**src/rtl/apb_uart.sv**
```systemverilog
// APB completer UART, fixed 8N1 framing, small TX FIFO and programmable bit period.
// One wait state per APB transfer; PRDATA and PREADY are registered.
`timescale 1ns/1ps
module apb_uart #(
  parameter int unsigned TX_DEPTH    = 4,
  parameter logic [15:0] DEFAULT_DIV = 16'd867
) (
  input  logic        PCLK,
  input  logic        PRESET,
  input  logic [3:0]  PADDR,
  input  logic [31:0] PWDATA,
  input  logic        PWRITE,
  input  logic        PENABLE,
  input  logic        PSEL,
  output logic [31:0] PRDATA,
  output logic        PREADY,
  output logic        tx,
  input  logic        rx
);

  localparam int unsigned AW = $clog2(TX_DEPTH);
  localparam int unsigned PW = AW + 1;

  typedef enum logic [1:0] {TxIdle, TxStart, TxData, TxStop} tx_state_e;
  typedef enum logic [1:0] {RxIdle, RxStart, RxData, RxStop} rx_state_e;

  logic        r_pready;
  logic [31:0] r_prdata;
  logic [15:0] r_baud;

  logic [7:0]    r_fifo [TX_DEPTH];
  logic [PW-1:0] r_wptr, r_rptr;

  tx_state_e   r_tx_state;
  logic [15:0] r_tx_cnt, r_tx_div;
  logic [7:0]  r_tx_sh;
  logic [2:0]  r_tx_idx;
  logic        r_tx;

  logic        r_rx_s1, r_rx_s2, r_rx_prev;
  rx_state_e   r_rx_state;
  logic [15:0] r_rx_cnt, r_rx_div;
  logic [7:0]  r_rx_sh, r_rx_byte;
  logic [2:0]  r_rx_idx;
  logic        r_rx_valid, r_rx_ovr, r_ferr, r_tx_ovf;

  logic        w_xfer, w_wr, w_rd;
  logic        w_sel_st, w_sel_tx, w_sel_rx, w_sel_bd;
  logic        w_empty, w_full, w_push, w_pop, w_tx_busy;
  logic [7:0]  w_head;
  logic        w_rx_fall, w_rx_store;
  logic [16:0] w_baud_p1;
  logic [15:0] w_half;
  logic [31:0] w_rdata;
  logic        w_unused;

  assign PREADY = r_pready;
  assign PRDATA = r_prdata;
  assign tx     = r_tx;

  // The commit edge is the one that raises PREADY, so it can only fire once per transfer.
  assign w_xfer   = PSEL & PENABLE & ~r_pready;
  assign w_wr     = w_xfer & PWRITE;
  assign w_rd     = w_xfer & ~PWRITE;
  assign w_sel_st = (PADDR[3:2] == 2'd0);
  assign w_sel_tx = (PADDR[3:2] == 2'd1);
  assign w_sel_rx = (PADDR[3:2] == 2'd2);
  assign w_sel_bd = (PADDR[3:2] == 2'd3);
  assign w_unused = ^{PADDR[1:0], PWDATA[31:16]};

  assign w_empty   = (r_wptr == r_rptr);
  assign w_full    = (r_wptr[PW-1] != r_rptr[PW-1]) && (r_wptr[AW-1:0] == r_rptr[AW-1:0]);
  assign w_push    = w_wr & w_sel_tx & ~w_full;
  assign w_head    = r_fifo[r_rptr[AW-1:0]];
  assign w_pop     = ~w_empty & ((r_tx_state == TxIdle) |
                                 ((r_tx_state == TxStop) & (r_tx_cnt == 16'd0)));
  assign w_tx_busy = (r_tx_state != TxIdle) | ~w_empty;

  assign w_baud_p1  = {1'b0, r_baud} + 17'd1;
  assign w_half     = w_baud_p1[16:1];
  assign w_rx_fall  = r_rx_prev & ~r_rx_s2;
  assign w_rx_store = (r_rx_state == RxStop) & (r_rx_cnt == 16'd0);

  always_comb begin
    w_rdata = 32'd0;
    case (PADDR[3:2])
      2'd0:    w_rdata = {26'd0, r_tx_ovf, r_ferr, r_rx_ovr, r_rx_valid, w_full, w_tx_busy};
      2'd2:    w_rdata = {24'd0, r_rx_byte};
      2'd3:    w_rdata = {16'd0, r_baud};
      default: w_rdata = 32'd0;
    endcase
  end

  always_ff @(posedge PCLK or negedge PRESET) begin
    if (!PRESET) begin
      r_pready <= 1'b0;
      r_prdata <= 32'd0;
      r_baud   <= DEFAULT_DIV;
    end else begin
      r_pready <= w_xfer;
      r_prdata <= w_rd ? w_rdata : 32'd0;
      if (w_wr && w_sel_bd) r_baud <= (PWDATA[15:0] == 16'd0) ? 16'd1 : PWDATA[15:0];
    end
  end

  always_ff @(posedge PCLK) begin
    if (w_push) r_fifo[r_wptr[AW-1:0]] <= PWDATA[7:0];
  end

  always_ff @(posedge PCLK or negedge PRESET) begin
    if (!PRESET) begin
      r_wptr <= '0;
      r_rptr <= '0;
    end else begin
      if (w_push) r_wptr <= r_wptr + PW'(1);
      if (w_pop)  r_rptr <= r_rptr + PW'(1);
    end
  end

  // A pop always starts a frame, either from idle or straight out of the stop bit.
  always_ff @(posedge PCLK or negedge PRESET) begin
    if (!PRESET) begin
      r_tx_state <= TxIdle;
      r_tx_cnt   <= 16'd0;
      r_tx_div   <= 16'd0;
      r_tx_sh    <= 8'd0;
      r_tx_idx   <= 3'd0;
      r_tx       <= 1'b1;
    end else if (w_pop) begin
      r_tx_state <= TxStart;
      r_tx_sh    <= w_head;
      r_tx_cnt   <= r_baud;
      r_tx_div   <= r_baud;
      r_tx       <= 1'b0;
    end else begin
      case (r_tx_state)
        TxStart: begin
          if (r_tx_cnt == 16'd0) begin
            r_tx_state <= TxData;
            r_tx_cnt   <= r_tx_div;
            r_tx_idx   <= 3'd0;
            r_tx       <= r_tx_sh[0];
          end else r_tx_cnt <= r_tx_cnt - 16'd1;
        end
        TxData: begin
          if (r_tx_cnt == 16'd0) begin
            r_tx_cnt <= r_tx_div;
            if (r_tx_idx == 3'd7) begin
              r_tx_state <= TxStop;
              r_tx       <= 1'b1;
            end else begin
              r_tx_idx <= r_tx_idx + 3'd1;
              r_tx_sh  <= {1'b0, r_tx_sh[7:1]};
              r_tx     <= r_tx_sh[1];
            end
          end else r_tx_cnt <= r_tx_cnt - 16'd1;
        end
        TxStop: begin
          if (r_tx_cnt == 16'd0) r_tx_state <= TxIdle;
          else                   r_tx_cnt   <= r_tx_cnt - 16'd1;
        end
        default: r_tx_state <= TxIdle;
      endcase
    end
  end

  always_ff @(posedge PCLK or negedge PRESET) begin
    if (!PRESET) begin
      r_rx_s1    <= 1'b1;
      r_rx_s2    <= 1'b1;
      r_rx_prev  <= 1'b1;
      r_rx_state <= RxIdle;
      r_rx_cnt   <= 16'd0;
      r_rx_div   <= 16'd0;
      r_rx_sh    <= 8'd0;
      r_rx_idx   <= 3'd0;
    end else begin
      r_rx_s1   <= rx;
      r_rx_s2   <= r_rx_s1;
      r_rx_prev <= r_rx_s2;
      case (r_rx_state)
        RxIdle: begin
          if (w_rx_fall) begin
            r_rx_state <= RxStart;
            r_rx_div   <= r_baud;
            r_rx_cnt   <= w_half - 16'd1;
          end
        end
        RxStart: begin
          if (r_rx_cnt == 16'd0) begin
            r_rx_state <= r_rx_s2 ? RxIdle : RxData;
            r_rx_cnt   <= r_rx_div;
            r_rx_idx   <= 3'd0;
          end else r_rx_cnt <= r_rx_cnt - 16'd1;
        end
        RxData: begin
          if (r_rx_cnt == 16'd0) begin
            r_rx_sh  <= {r_rx_s2, r_rx_sh[7:1]};
            r_rx_cnt <= r_rx_div;
            if (r_rx_idx == 3'd7) r_rx_state <= RxStop;
            else                  r_rx_idx   <= r_rx_idx + 3'd1;
          end else r_rx_cnt <= r_rx_cnt - 16'd1;
        end
        RxStop: begin
          if (r_rx_cnt == 16'd0) r_rx_state <= RxIdle;
          else                   r_rx_cnt   <= r_rx_cnt - 16'd1;
        end
        default: r_rx_state <= RxIdle;
      endcase
    end
  end

  // A store beats a same-cycle RXDATA read; sticky sets beat a same-cycle STATUS read.
  always_ff @(posedge PCLK or negedge PRESET) begin
    if (!PRESET) begin
      r_rx_byte  <= 8'd0;
      r_rx_valid <= 1'b0;
      r_rx_ovr   <= 1'b0;
      r_ferr     <= 1'b0;
      r_tx_ovf   <= 1'b0;
    end else begin
      if (w_rx_store)               r_rx_byte  <= r_rx_sh;
      if (w_rx_store)               r_rx_valid <= 1'b1;
      else if (w_rd && w_sel_rx)    r_rx_valid <= 1'b0;
      if (w_rx_store && r_rx_valid) r_rx_ovr   <= 1'b1;
      else if (w_rd && w_sel_st)    r_rx_ovr   <= 1'b0;
      if (w_rx_store && !r_rx_s2)   r_ferr     <= 1'b1;
      else if (w_rd && w_sel_st)    r_ferr     <= 1'b0;
      if (w_wr && w_sel_tx && w_full) r_tx_ovf <= 1'b1;
      else if (w_rd && w_sel_st)      r_tx_ovf <= 1'b0;
    end
  end

endmodule

```
**config.mk**
```make
export PLATFORM = sky130hd
export DESIGN_NAME = apb_uart
export DESIGN_NICKNAME = d
export VERILOG_FILES = /design/src/rtl/apb_uart.sv
export SDC_FILE = /design/constraint.sdc
export NUM_CORES = 1
export LEC_CHECK = 0
export CAP_MARGIN = 5
export CORE_UTILIZATION = 59
export DETAILED_ROUTE_END_ITERATION = 6
export PLACE_DENSITY = 0.91
export SYNTH_ARGS = -nofsm -noshare
export SYNTH_HDL_FRONTEND = slang
export SYNTH_SLANG_ARGS = --single-unit
export TNS_END_PERCENT = 10
```
**constraint.sdc**
```tcl
create_clock -name PCLK -period 3.51 [get_ports PCLK]
set_clock_uncertainty 0.05 [all_clocks]
set_input_delay 0.702 -clock PCLK [delete_from_list [all_inputs] [get_ports PCLK]]
set_output_delay 0.702 -clock PCLK [all_outputs]
set_load 0.01 [all_outputs]
```
==> flow_summary_export.csv <==
group,metric,value,unit
finish,flow.area_growth_from_synthesis,12.2,%
clocking,cts.path.max_buffers,2,
floorplan,std_cell_rows,45,
min_path,worstHoldPathType,"in2async",
power_and_ir_drop,power.density_cell_area,780,nW/um2
clocking,cts_tree,"built",
setup_path,r2r_setup_slack,0.54,ns
sta,timing.fmax,0.337,GHz
global_routing,grt_first_pass_wirelength,33900,um
sta,fin_crit,2.97,ns
placement,dp_hpwl,13900,um
placement,gpl_wtd_cong,0.915,
yosys,synth_area_leaders,"sky130_fd_sc_hd__dfrtp_1, sky130_fd_sc_hd__edfxtp_1, sky130_fd_sc_hd__nand2_1",
route,drt_wl_total,20500,um
route,detailedRoute.firstIterationViolations,860,
finish,layout.nets,1009,
clocking,count_of_h_tree_levels_built_during_cts,4,
global_routing,grt_use_total,0.271,
setup_path,worstSetupStartpointType,"flip-flop",
sta,setup_viol,0,
power_and_ir_drop,fin_total_pwr,8020,uW
setup_path,crit_type,"reg2reg",
yosys,top_ff_cell_synth,"sky130_fd_sc_hd__dfrtp_1",
yosys,synth_seq_cells,177,
route,routed-via-count,7163,
global_routing,number_of_global_route_vias_before_repair,6849,
finish,final_core_util,0.677,
yosys,post-synth-top-area-cell,"sky130_fd_sc_hd__dfrtp_1",
sta,final_min_period_over_clock_period,0.846,
placement,placement.io_buffers,41,
route,postRouteAntennaNets,0,
clocking,post_cts_buffers,0,
setup_path,critical_path_peak_fanout,32,
clocking,total_clock_buffers_created_by_cts,17,
power_and_ir_drop,maximum_vdd_drop,424,uV
floorplan,floorplan.die_area,16000,um2
setup_path,worst_path_largest_cell_delay,0.87,ns
floorplan,chipHeight,127,um
job,maxCapViolCount,0,
setup_path,timing.critical_path.max_delay_family,"simple AND/OR/NAND/NOR gates",
setup_path,cp-end-kind,"flip-flop",
floorplan,io_pins,76,
floorplan,core_area,15200,um2
setup_path,crit_slowest_cell,"sky130_fd_sc_hd__or3_1",
yosys,synthesis.area,9170,um2
global_routing,antenna_found_initial,0,
route,detailedRoute.firstPassIterationCount,5,
yosys,netlist-cell-type-count,72,
route,wl_per_cell,17.9,um
sta,finalHoldViolations,0,
finish,layout-drive-gt1-share,0.131,
setup_path,worst_r2r_endpoint,"r_tx_cnt[6]",
route,vias_per_cell,6.26,
yosys,yosysWarningCount,0,
finish,mostFrequentLayoutCell,"sky130_fd_sc_hd__dfrtp_1",
yosys,sequential_share_of_the_synthesized_area,0.502,
clocking,ctsResizeCount,0,
yosys,avgSynthCellArea,10.0,um2
setup_path,cp.required,3.75,ns
sta,finalSetupTns,0,ns
yosys,synth_edf_count,32,
setup_path,critical_path_buffers_and_inverters,0,
setup_path,critical_path_arrival,3.21,ns
finish,seqCellArea,4600,um2
clocking,ctsRootBufferMaster,"sky130_fd_sc_hd__clkbuf_16",
sta,slew_headroom,0.266,
clocking,clk_pin_slew,0.07,ns
route,remaining_drc_errors,0,
clocking,clk-insertion-delay-late,0.44,ns
sta,rsz_0062_raised_after_global_routing,"false",
finish,diodes_inserted,0,
sta,drv_slew,0,
yosys,yosys.area.top_type_share,0.368,
finish,final_cell_mix,"sky130_fd_sc_hd__dfrtp_1, sky130_fd_sc_hd__nand2_1, sky130_fd_sc_hd__nor2_1, sky130_fd_sc_hd__o21ai_0, sky130_fd_sc_hd__a21oi_1",
status,outcome,"complete, no violations",
yosys,postSynthCellCount,915,
sta,tightest_slew,1.10,ns
global_routing,grt_overflow_total,0,
finish,footprint_of_the_multi_input_gates,4180,um2
clocking,clock_sinks,177,
setup_path,r2r_cells,7,
power_and_ir_drop,leakage,0.00443,uW
setup_path,r2r_start,"r_tx_cnt[7]",
clocking,cts_hold_buf,0,
floorplan,initial_utilization,0.603,
finish,fillCellCount,1079,
floorplan,die_x,127,um
setup_path,timing.critical_path.mode_cell,"sky130_fd_sc_hd__a21oi_1",
yosys,asyncSetResetFlopFracSynth,0.819,
global_routing,grt_max_degree,61,
setup_path,path_cells,"nor3_1 > nand4_1 > or3_1 > mux2i_1 > nor2_1 > a21oi_1 > a21oi_1",
[metrics by stage]
step | hold WS [ns] | area [um2] | instances | setup WS [ns]
after floorplan | 0.295 | 9230 | 930 | 0.842
after global placement | 0.296 | 9720 | 1112 | 0.677
after detailed placement | 0.297 | 9720 | 1112 | 0.609
after CTS | 0.154 | 10300 | 1144 | 0.606
after global routing | 0.189 | 10300 | 1144 | 0.256
final | 0.151 | 10300 | 1144 | 0.540
[worst max-delay path by stage]
stage / endpoint / startpoint / cells after the start / slack (ns)
floorplan: r_rx_cnt[8] / r_rx_cnt[11] / 8 / 0.84
global placement: r_rx_cnt[8] / r_rx_cnt[11] / 7 / 0.68
detailed placement: r_rx_cnt[7] / r_rx_cnt[11] / 7 / 0.61
CTS: r_rx_cnt[8] / r_rx_cnt[11] / 7 / 0.61
global route: r_tx_cnt[0] / r_tx_cnt[7] / 7 / 0.26
finish: r_tx_cnt[6] / r_tx_cnt[7] / 7 / 0.54
[power by group]
group	internal, uW	total (uW)	switching, uW
clock	938	1830	894
sequential	2640	3190	558
combinational	1230	3000	1770
total	4800	8020	3220
[flip-flops by register name (all words and copies together), names as in the netlist, 16 cells and up, named ones only]
name,count
r_baud,16
r_fifo,32
PRDATA,16
r_rx_cnt,16
r_tx_div,16
r_rx_div,16
r_tx_cnt,16
[layout make-up]
cell class / instances / area share
repair buffers: 60 / 0.0563
multi-input cells: 655 / 0.407
inverters: 32 / 0.0117
well taps: 188 / 0.0229
clock buffers: 17 / 0.0414
clock inverters: 15 / 0.0136
flip-flops and latches: 177 / 0.447
[Yosys cell counts (8+ instances only)]
library cell               number
sky130_fd_sc_hd__mux2_2        38
sky130_fd_sc_hd__edfxtp_1      32
sky130_fd_sc_hd__nor4_1         9
sky130_fd_sc_hd__nor2_1        71
sky130_fd_sc_hd__mux2i_1       17
sky130_fd_sc_hd__buf_4         17
sky130_fd_sc_hd__nand2_1      124
sky130_fd_sc_hd__o22ai_1       12
sky130_fd_sc_hd__inv_1         32
sky130_fd_sc_hd__a22oi_1        8
sky130_fd_sc_hd__xor2_1         9
sky130_fd_sc_hd__a21oi_1       55
sky130_fd_sc_hd__clkbuf_1      40
sky130_fd_sc_hd__dfstp_2       10
sky130_fd_sc_hd__dfrtp_1      135
sky130_fd_sc_hd__ha_1          24
sky130_fd_sc_hd__or3_1          9
sky130_fd_sc_hd__mux4_2         8
sky130_fd_sc_hd__o21ai_0       68
sky130_fd_sc_hd__nand3_1       20
sky130_fd_sc_hd__xnor2_1       28
sky130_fd_sc_hd__nor3_1        29
[worst reg2reg max path: stages (launching register included)]
cell                      delay (ns)
sky130_fd_sc_hd__dfrtp_1        0.43
sky130_fd_sc_hd__nor3_1         0.57
sky130_fd_sc_hd__nand4_1        0.30
sky130_fd_sc_hd__or3_1          0.87
sky130_fd_sc_hd__mux2i_1        0.31
sky130_fd_sc_hd__nor2_1         0.06
sky130_fd_sc_hd__a21oi_1        0.14
sky130_fd_sc_hd__a21oi_1        0.09
[routing by layer]
| layer | global-route usage | routed length (um) | share of wire |
|---|---|---|---|
| met5 | 0 | 0 | 0 |
| met4 | 0.0952 | 317 | 0.015 |
| met2 | 0.439 | 10000 | 0.49 |
| met1 | 0.368 | 8720 | 0.43 |
| met3 | 0.0510 | 1440 | 0.070 |
[logic make-up after synthesis]
kind of cell / after synthesis / share of synthesized area
multiplexers: 65 / 0.0877
adder cells (fa/ha/maj): 24 / 0.0328
flip-flops: 177 / 0.502
AO/OA/AOI/OAI: 206 / 0.139
buffers and inverters: 98 / 0.0483
XOR/XNOR: 37 / 0.0353
other: 1 / 0.000409
AND/OR/NAND/NOR: 307 / 0.154
(Power assumes the default switching activity.)
